===== config.mk =====
export PLATFORM = sky130hd
export DESIGN_NAME = des_final_perm
export DESIGN_NICKNAME = d
export VERILOG_FILES = /design/src/rtl/des_final_perm.sv
export SDC_FILE = /design/constraint.sdc
export NUM_CORES = 1
export LEC_CHECK = 0
export ABC_AREA = 1
export CORE_UTILIZATION = 48
export CTS_CLUSTER_DIAMETER = 50
export DETAILED_ROUTE_END_ITERATION = 6
export HOLD_SLACK_MARGIN = 0.08
export PLACE_DENSITY = 0.83
export SLEW_MARGIN = 20
export SYNTH_ARGS = -nofsm -noshare
export SYNTH_HDL_FRONTEND = slang
export SYNTH_SLANG_ARGS = --single-unit

===== constraint.sdc =====
create_clock -name ap_clk -period 9.53 [get_ports ap_clk]
set_clock_uncertainty 0.05 [all_clocks]
set_input_delay 2.3825 -clock ap_clk [delete_from_list [all_inputs] [get_ports ap_clk]]
set_output_delay 2.3825 -clock ap_clk [all_outputs]
set_load 0.02 [all_outputs]

===== src/rtl/des_final_perm.sv =====
// DES output stage: swaps the round-16 halves and applies the final
// permutation one bit per cycle from a 64-entry table ROM.
module des_final_perm #(
    parameter int NO_SWAP     = 0,
    parameter int ROM_LATENCY = 1
) (
    input  logic        ap_clk,
    input  logic        ap_rst,
    input  logic        ap_start,
    output logic        ap_done,
    output logic        ap_idle,
    output logic        ap_ready,
    input  logic [31:0] L,
    input  logic [31:0] R,
    output logic [63:0] ap_return
);

    // The datapath is built around a single registered ROM stage.
    if (ROM_LATENCY != 1) begin : g_bad_latency
        $error("des_final_perm: only ROM_LATENCY=1 is supported");
    end

    typedef enum logic [3:0] {
        S_IDLE  = 4'b0001,
        S_RUN   = 4'b0010,
        S_DRAIN = 4'b0100,
        S_DONE  = 4'b1000
    } state_t;

    // LSB index of the source bit for each output bit, MSB output first.
    localparam logic [5:0] FP_ROM [64] = '{
        6'd24, 6'd56, 6'd16, 6'd48, 6'd8,  6'd40, 6'd0, 6'd32,
        6'd25, 6'd57, 6'd17, 6'd49, 6'd9,  6'd41, 6'd1, 6'd33,
        6'd26, 6'd58, 6'd18, 6'd50, 6'd10, 6'd42, 6'd2, 6'd34,
        6'd27, 6'd59, 6'd19, 6'd51, 6'd11, 6'd43, 6'd3, 6'd35,
        6'd28, 6'd60, 6'd20, 6'd52, 6'd12, 6'd44, 6'd4, 6'd36,
        6'd29, 6'd61, 6'd21, 6'd53, 6'd13, 6'd45, 6'd5, 6'd37,
        6'd30, 6'd62, 6'd22, 6'd54, 6'd14, 6'd46, 6'd6, 6'd38,
        6'd31, 6'd63, 6'd23, 6'd55, 6'd15, 6'd47, 6'd7, 6'd39
    };

    state_t      state_q, state_d;
    logic [63:0] src_q, src_d;
    logic [63:0] acc_q, acc_d;
    logic [63:0] ret_q, ret_d;
    logic [6:0]  cnt_q, cnt_d;
    logic [5:0]  rom_q, rom_d;
    logic        done_q, done_d;
    logic [63:0] pre_out;
    logic        rom_ce;

    // Pre-output block: halves swapped unless the debug bypass is set.
    assign pre_out = (NO_SWAP != 0) ? {L, R} : {R, L};
    assign rom_ce  = (state_q == S_RUN);

    // Registered table read, enabled only while addresses are issued.
    always_comb begin
        rom_d = rom_q;
        if (rom_ce) begin
            rom_d = FP_ROM[cnt_q[5:0]];
        end
    end

    // Sequencer and shift datapath next-state logic.
    always_comb begin
        state_d = state_q;
        src_d   = src_q;
        acc_d   = acc_q;
        ret_d   = ret_q;
        cnt_d   = cnt_q;
        case (state_q)
            S_IDLE: begin
                if (ap_start) begin
                    src_d   = pre_out;
                    cnt_d   = 7'd0;
                    acc_d   = 64'd0;
                    state_d = S_RUN;
                end
            end
            S_RUN: begin
                // ROM data lags the address by one cycle, so the
                // first RUN cycle has nothing to insert yet.
                if (cnt_q != 7'd0) begin
                    acc_d = {acc_q[62:0], src_q[rom_q]};
                end
                if (cnt_q == 7'd63) begin
                    cnt_d   = 7'd0;
                    state_d = S_DRAIN;
                end else begin
                    cnt_d = cnt_q + 7'd1;
                end
            end
            S_DRAIN: begin
                acc_d   = {acc_q[62:0], src_q[rom_q]};
                ret_d   = acc_d;
                state_d = S_DONE;
            end
            S_DONE: begin
                state_d = S_IDLE;
            end
            default: begin
                state_d = S_IDLE;
            end
        endcase
    end

    assign done_d = (state_d == S_DONE);

    // State, datapath and output registers with asynchronous reset.
    always_ff @(posedge ap_clk or posedge ap_rst) begin
        if (ap_rst) begin
            state_q <= S_IDLE;
            src_q   <= 64'd0;
            acc_q   <= 64'd0;
            ret_q   <= 64'd0;
            cnt_q   <= 7'd0;
            rom_q   <= 6'd0;
            done_q  <= 1'b0;
        end else begin
            state_q <= state_d;
            src_q   <= src_d;
            acc_q   <= acc_d;
            ret_q   <= ret_d;
            cnt_q   <= cnt_d;
            rom_q   <= rom_d;
            done_q  <= done_d;
        end
    end

    assign ap_done   = done_q;
    assign ap_ready  = done_q;
    assign ap_idle   = (state_q == S_IDLE) && !ap_start;
    assign ap_return = ret_q;

endmodule

==> summary.md, run 1 <==
| Metric | Value |
|---|---|
| Pleak | 4.949 nW |
| Ports | 134 |
| Clock transition at path regs | 0.06 ns |
| CTS Hold Bufs | 0 |
| Per-cell routed wire length | 13.81 µm |
| Layout net count | 1166 |
| Core ar. | 17300 µm² |
| Mapped Nets | 1055 |
| Antenna violations before repair | 0 |
| YS warnings | 0 |
| Fin crit share | a little over three fifths |
| Hold Fails Final Rpt | 0 |
| Final WL | around 18000 µm |
| PortBufs | 133 |
| First-pass GRT wire length | roughly 31000 µm |
| Antenna viol nets, final | 0 |
| CP max FO | 2 |
| Die area | 18270 µm² |
| Initial Utilization | 49.20% |
| Clock Sinks | 209 |
| H-Tree Depth | 1 |
| Setup_tns | 0 ns |
| Final setup fails | 0 |
| Area growth syn-to-layout | 25.89% |
| Pin count of the biggest net entering global routing | 139 |
| Pwr/cell area | 250.2 nW/µm² |
| Worst-skew pair later-pin latency | 0.50 ns |
| CP Capture Type | output port |
| DRC viols | 0 |
| WS Path Type | in2out |
| Gpl congestion | ~0.8 |
| Vias in the first global route | 6379 |
| 1st-iter DRT viols | 555 |
| Clock Tree Buf Depth | 3 |
| Inserted Clock Buffers | 23 |
| Post-DP HPWL | 11390 µm |
| Die X | 135.2 µm |
| Seq/Total Area, Yosys | 61.47% |
| Rel. slew slack | 31.13% |
| Clk root buf | clkbuf_16 |
| Maxcap violations | 0 |
| WP data required | approximately 7.1 ns |
| Ant diodes | 0 |
| Status | finished clean |
| Syn avg cell area | 8.632 µm² |
| Dominant cell type by area after synthesis | dfrtp_1 |
| Postcts setup bufs | 0 |
| Num rows | 48 |
| Post-synthesis cell area | 8511 µm² |
| Largest cells by area after synthesis | dfrtp_1, nand2_1, o21ai_0 |
| Worst slew pin tran | 1.032 ns |
| Via count | approximately 6700 |
| Dpl cells | approximately 1300 |
| Peak supply drop | 0.2187 mV |
| Fin crit period | 6.025 ns |
| Flop and latch count out of synthesis | between 200 and 250 |
| Most common cell after layout, fill and taps aside | nand2_1 |
| Clock tree from TritonCTS | yes |
| Syn Inst Count | between 900 and 1000 |
| RSZ-0062 raised after global routing | false |
| Share of layout cells above drive strength 1 | 4.676% |
| Startpoint type of the worst setup path | input port |
| Peak Freq | 0.1660 GHz |
| GRT overflow | 0 |
| Die height | approximately 140 µm |
| Max Slew Vio Count | 0 |
| Top cell type's share of synthesized area | about three fifths |
| CP dominant cell by count | clkdlybuf4s50_1 |
| First-pass detailed-route iteration total | 5 |
| Arr. time, crit path | ~3.6 ns |
| Cell Count, Final, Fillers Out | between 1000 and 1500 |
| CP max stage cell | clkdlybuf4s50_1 |
| GRT Util Overall | 20.92% |
| Critical path's largest stage delay | between 0.6 and 0.7 ns |
| Hold Crit Class | reg2reg |
| Worst-path cell chain | clkdlybuf4s50_1, nor2_1, clkdlybuf4s50_1 |
| Post-CTS sizing | 0 |
| Synth unique cells | 25 |
| Vias per cell | approximately 5 |
| Most frequent cells in the layout | nand2_1, dfrtp_1, clkdlybuf4s50_1, inv_1, o21ai_0 |
synth_stat cells:
library cell    n
nand2_1       421
a21boi_0        1
nand3_1        60
nand3_2         1
o21ai_1        60
o21ai_0        74
xnor2_1         1
o22ai_1         2
buf_1           5
nor2_4          1
nor3_1          3
dfstp_2         1
dfrtp_1       208
buf_4           1
xor2_1          2
nand4_2         1
nand2_2         1
inv_1          81
inv_2           4
buf_2          24
nor2_1          8
nand4_1         1
nand3_4         1
clkbuf_1       22
ha_1            2
layer usage:
layer	routed length (µm)	track usage, %
met2	8850	34.05
met4	444	5.868
met5	0	0
met3	887	3.143
met1	8282	29.25
kinds of logic (layout without fill, tap and decap cells):
logic type / after synthesis / in the layout / synth area share, %
flops: 209 / 209 / 61.47
buf+inv: 137 / 263 / 6.439
simple gates: 498 / 498 / 23.38
xor+xnor: 3 / 3 / 0.3088
compound gates: 137 / 137 / 8.115
fa+ha+maj: 2 / 2 / 0.2940
report_power, final:
part | switching [W] | internal (W) | total (W)
sequential | 0.000106 | 0.00104 | 0.00115
combinational | 0.000449 | 0.000216 | 0.000666
clock | 0.000338 | 0.000529 | 0.000867
metrics by stage:
| step | hold WS, ns | setup slack (ns) | util (%) | area, µm² | power, W |
|---|---|---|---|---|---|
| 2_1_floorplan | 0.3922 | 1.390 | - | 8511 | 0.001640 |
| 3_3_place_gp | 0.4077 | 3.508 | 57.62 | 9966 | 0.001802 |
| 3_5_place_dp | 0.4149 | 3.509 | 57.62 | 9966 | 0.001822 |
| 4_1_cts | 0.4295 | 3.495 | 61.92 | 10710 | 0.002700 |
| 5_1_grt | 0.4360 | 3.449 | 61.94 | 10710 | 0.002857 |
| 6_report | 0.4261 | 3.505 | 61.94 | 10710 | 0.002680 |
layout make-up:
class | count | area (µm²)
multi-input cells | 640 | 2758
flip-flops and latches | 209 | 5231
well taps | 225 | 281.5
clock inverters | 7 | 91.34
inverters | 85 | 326.6
repair buffers | 138 | 1373
clock buffers | 33 | 653.1
fillers | 1468 | 6583
worst max-delay path, delay by kind of cell:
family	cells	cell delay (ns)
simple gates	1	0.15
buf+inv	2	1.06
sequential cells by signal, summed over array words and instances (netlist names):
| register | count |
|---|---|
| acc_q | 63 |
| src_q | 64 |
| ap_done | 1 |
| cnt_q | 7 |
| ap_return | 64 |
| rom_q | 6 |
| state_q | 4 |
worst paths after layout:
path / depth (start not counted) / end / from / slack, ns
max in group asynchronous: 3 / src_q[45]$_DFFE_PP0P_ / ap_rst / 5.53
min reg2reg: 2 / ap_return[63]$_DFFE_PP0N_ / acc_q[62]$_DFFE_PP0P_ / 0.43
min: 2 / ap_return[63]$_DFFE_PP0N_ / acc_q[62]$_DFFE_PP0P_ / 0.43
max reg2reg: 10 / acc_q[50]$_DFFE_PP0P_ / state_q[0]$_DFF_PP1_ / 6.58
max: 3 / ap_idle / ap_start / 3.50
min in group asynchronous: 2 / src_q[27]$_DFFE_PP0P_ / ap_rst / 2.42
(Power assumes the default switching activity.)
==> inputs of run 2 (changes only) <==
==> constraint.sdc (replaced) <==
create_clock -name ap_clk -period 6.2 [get_ports ap_clk]
set_clock_uncertainty 0.05 [all_clocks]
set_input_delay 1.55 -clock ap_clk [delete_from_list [all_inputs] [get_ports ap_clk]]
set_output_delay 1.55 -clock ap_clk [all_outputs]
set_load 0.02 [all_outputs]
==> summary.md, run 2 (synthesis gave the netlist of run 1 again) <==
| Metric | Value |
|---|---|
| Final setup fails | 0 (unchanged) |
| Clock Tree Buf Depth | 3 (unchanged) |
| Crit-path leading delay family | buffers and inverters |
| GRT Util Overall | 21.16% (+0.24 points) |
| Die height | 135.2 µm (unchanged) |
| Total power | 0.004091 W (+53%) |
| Layout net count | 1166 (unchanged) |
| Peak supply drop | 0.3707 mV (+70%) |
| Status | finished clean |
| GRT overflow | 0 (unchanged) |
| Die X | 135.2 µm (unchanged) |
| Hold_sp | acc_q[62]$_DFFE_PP0P_ |
| FF-to-FF Start | state_q[1]$_DFF_PP0_ |
| 1st-iter DRT viols | 482 (-13%) |
| Num rows | 48 (unchanged) |
| RSZ-0062 raised after global routing | false |
| Hold Fails Final Rpt | 0 (unchanged) |
| Hold Crit Class | reg2reg |
| Clock Sinks | 209 (unchanged) |
| Vias per cell | 4.906 (-1.5%) |
| Pleak | 4.943 nW (-0.12%) |
| Per-cell routed wire length | 14.03 µm (+1.6%) |
| Ports | 134 (unchanged) |
| WS Path Type | in2out |
| Sw Share | 33.60% (+0.29 points) |
| Total internal power | 0.002717 W (+52%) |
| Die area | 18270 µm² (unchanged) |
| DRC viols | 0 (unchanged) |
| Pwr/cell area | 381.5 nW/µm² (+53%) |
| Most frequent cells in the layout | nand2_1, dfrtp_1, clkdlybuf4s50_1, inv_1, o21ai_0 |
| Share of layout cells above drive strength 1 | 4.762% (+0.086 points) |
| Core ar. | 17300 µm² (unchanged) |
| CP dominant cell by count | clkdlybuf4s50_1 |
| Post-CTS sizing | 0 (unchanged) |
| Fin crit period | 4.354 ns |
| Clk root buf | clkbuf_16 |
| Post-DP HPWL | 11510 µm (+1.1%) |
| Fin crit share | 70.22% |
| Ant diodes | 0 (unchanged) |
| CP Capture Type | output port |
| Pin count of the biggest net entering global routing | 108 (-22%) |
| Initial Utilization | 49.20% (unchanged) |
| Via count | 6564 (-1.4%) |
| Critical Path Start | ap_start |
| Final WL | 18770 µm (+1.6%) |
| Sw Pwr | 0.001375 W (+54%) |
| Crit path buffers/inverters | 2 (unchanged) |
| Peak Freq | 0.2297 GHz |
| Clock transition at path regs | 0.06 ns (about the same) |
| Area growth syn-to-layout | 25.99% (about the same) |
| Critical path's largest stage delay | 0.62 ns (about the same) |
| Max Slew Vio Count | 0 (unchanged) |
| Antenna viol nets, final | 0 (unchanged) |
| CP max FO | 2 (unchanged) |
| CP max stage cell | clkdlybuf4s50_1 |
| Clock tree from TritonCTS | yes |
| Postcts setup bufs | 0 (unchanged) |
| Worst-path cell chain | clkdlybuf4s50_1, nor2_1, clkdlybuf4s50_1 |
| Vias in the first global route | 6356 (-0.36%) |
| Clock share of power | 31.9% (-0.4 points) |
| Setup_tns | 0 ns (unchanged) |
| Arr. time, crit path | 2.75 ns (-0.84 ns) |
| Startpoint type of the worst setup path | input port |
| First-pass GRT wire length | 31280 µm (+0.94%) |
| Gpl congestion | 0.8110 (+0.87%) |
| Most common cell after layout, fill and taps aside | nand2_1 |
| PortBufs | 133 (unchanged) |
| Antenna violations before repair | 0 (unchanged) |
| WP data required | 4.60 ns (-2.50 ns) |
| Inserted Clock Buffers | 22 (-4.3%) |
| H-Tree Depth | 1 (unchanged) |
| Maxcap violations | 0 (unchanged) |
| Worst slew pin tran | 1.056 ns (+0.02424 ns) |
| CTS Hold Bufs | 0 (unchanged) |
| Register share of total power | 43.9% (+1.1 points) |
| Gate power share | 24.2% (-0.6 points) |
| Worst-skew pair later-pin latency | 0.49 ns (about the same) |
| First-pass detailed-route iteration total | 5 (unchanged) |
| Rel. slew slack | 29.51% (-1.6 points) |
## run 2: worst min-delay path, cell delays in order (launching register included)
cell     delay [ns]
dfrtp_1        0.34
nand2_1        0.05
nand2_1        0.05
## run 2: worst paths after layout
check | to | slack, ns | cells after the start
setup reg to reg | acc_q[61]$_DFFE_PP0P_ | 3.42 | 7
hold reg to reg | ap_return[63]$_DFFE_PP0N_ | 0.43 | 2
min in group asynchronous | src_q[22]$_DFFE_PP0P_ | 1.34 | 2
hold / removal | ap_return[63]$_DFFE_PP0N_ | 0.43 | 2
setup / recovery | ap_idle | 1.85 | 3
max in group asynchronous | ap_return[47]$_DFFE_PP0N_ | 3.76 | 3
## run 2: layout make-up
type | count | area (µm²)
clock buffers | 35 | 670.6
clock inverters | 5 | 56.30
fillers | 1468 | 6574
inverters | 85 | 322.8
multi-input cells | 640 | 2758
flip-flops and latches | 209 | 5233
well taps | 225 | 281.5
repair buffers | 139 | 1401
## run 2: metrics by stage
stage	util (%)	setup WS [ns]	hold WS, ns	instance area, µm²	instances
final	61.99	1.846	0.4257	10720	1338
after global routing	61.99	1.787	0.4428	10720	1338
after CTS	61.87	1.834	0.4312	10700	1337
after detailed placement	57.67	1.844	0.4150	9975	1297
after global placement	57.67	1.841	0.4065	9975	1297
after floorplan	-	1.887	0.3922	8514	986
## run 2: per-layer routing
layer  up-vias  part of all wire (%)  global-route usage [%]
li1       3287                     -                       -
met1      3066                    45                   30.62
met2       176                    48                   33.79
met3        35                   4.5                   2.544
met4         0                   2.2                   5.743
met5         -                     0                       0
## run 2: power by group through the flow
stage                     clock (W)  combinational, W  sequential, W
after floorplan                   0          0.000800        0.00172
after global placement            0          0.000968        0.00180
after detailed placement          0          0.000992        0.00181
after CTS                   0.00133          0.000996        0.00179
after global routing        0.00139           0.00114        0.00183
final                       0.00131          0.000991        0.00179
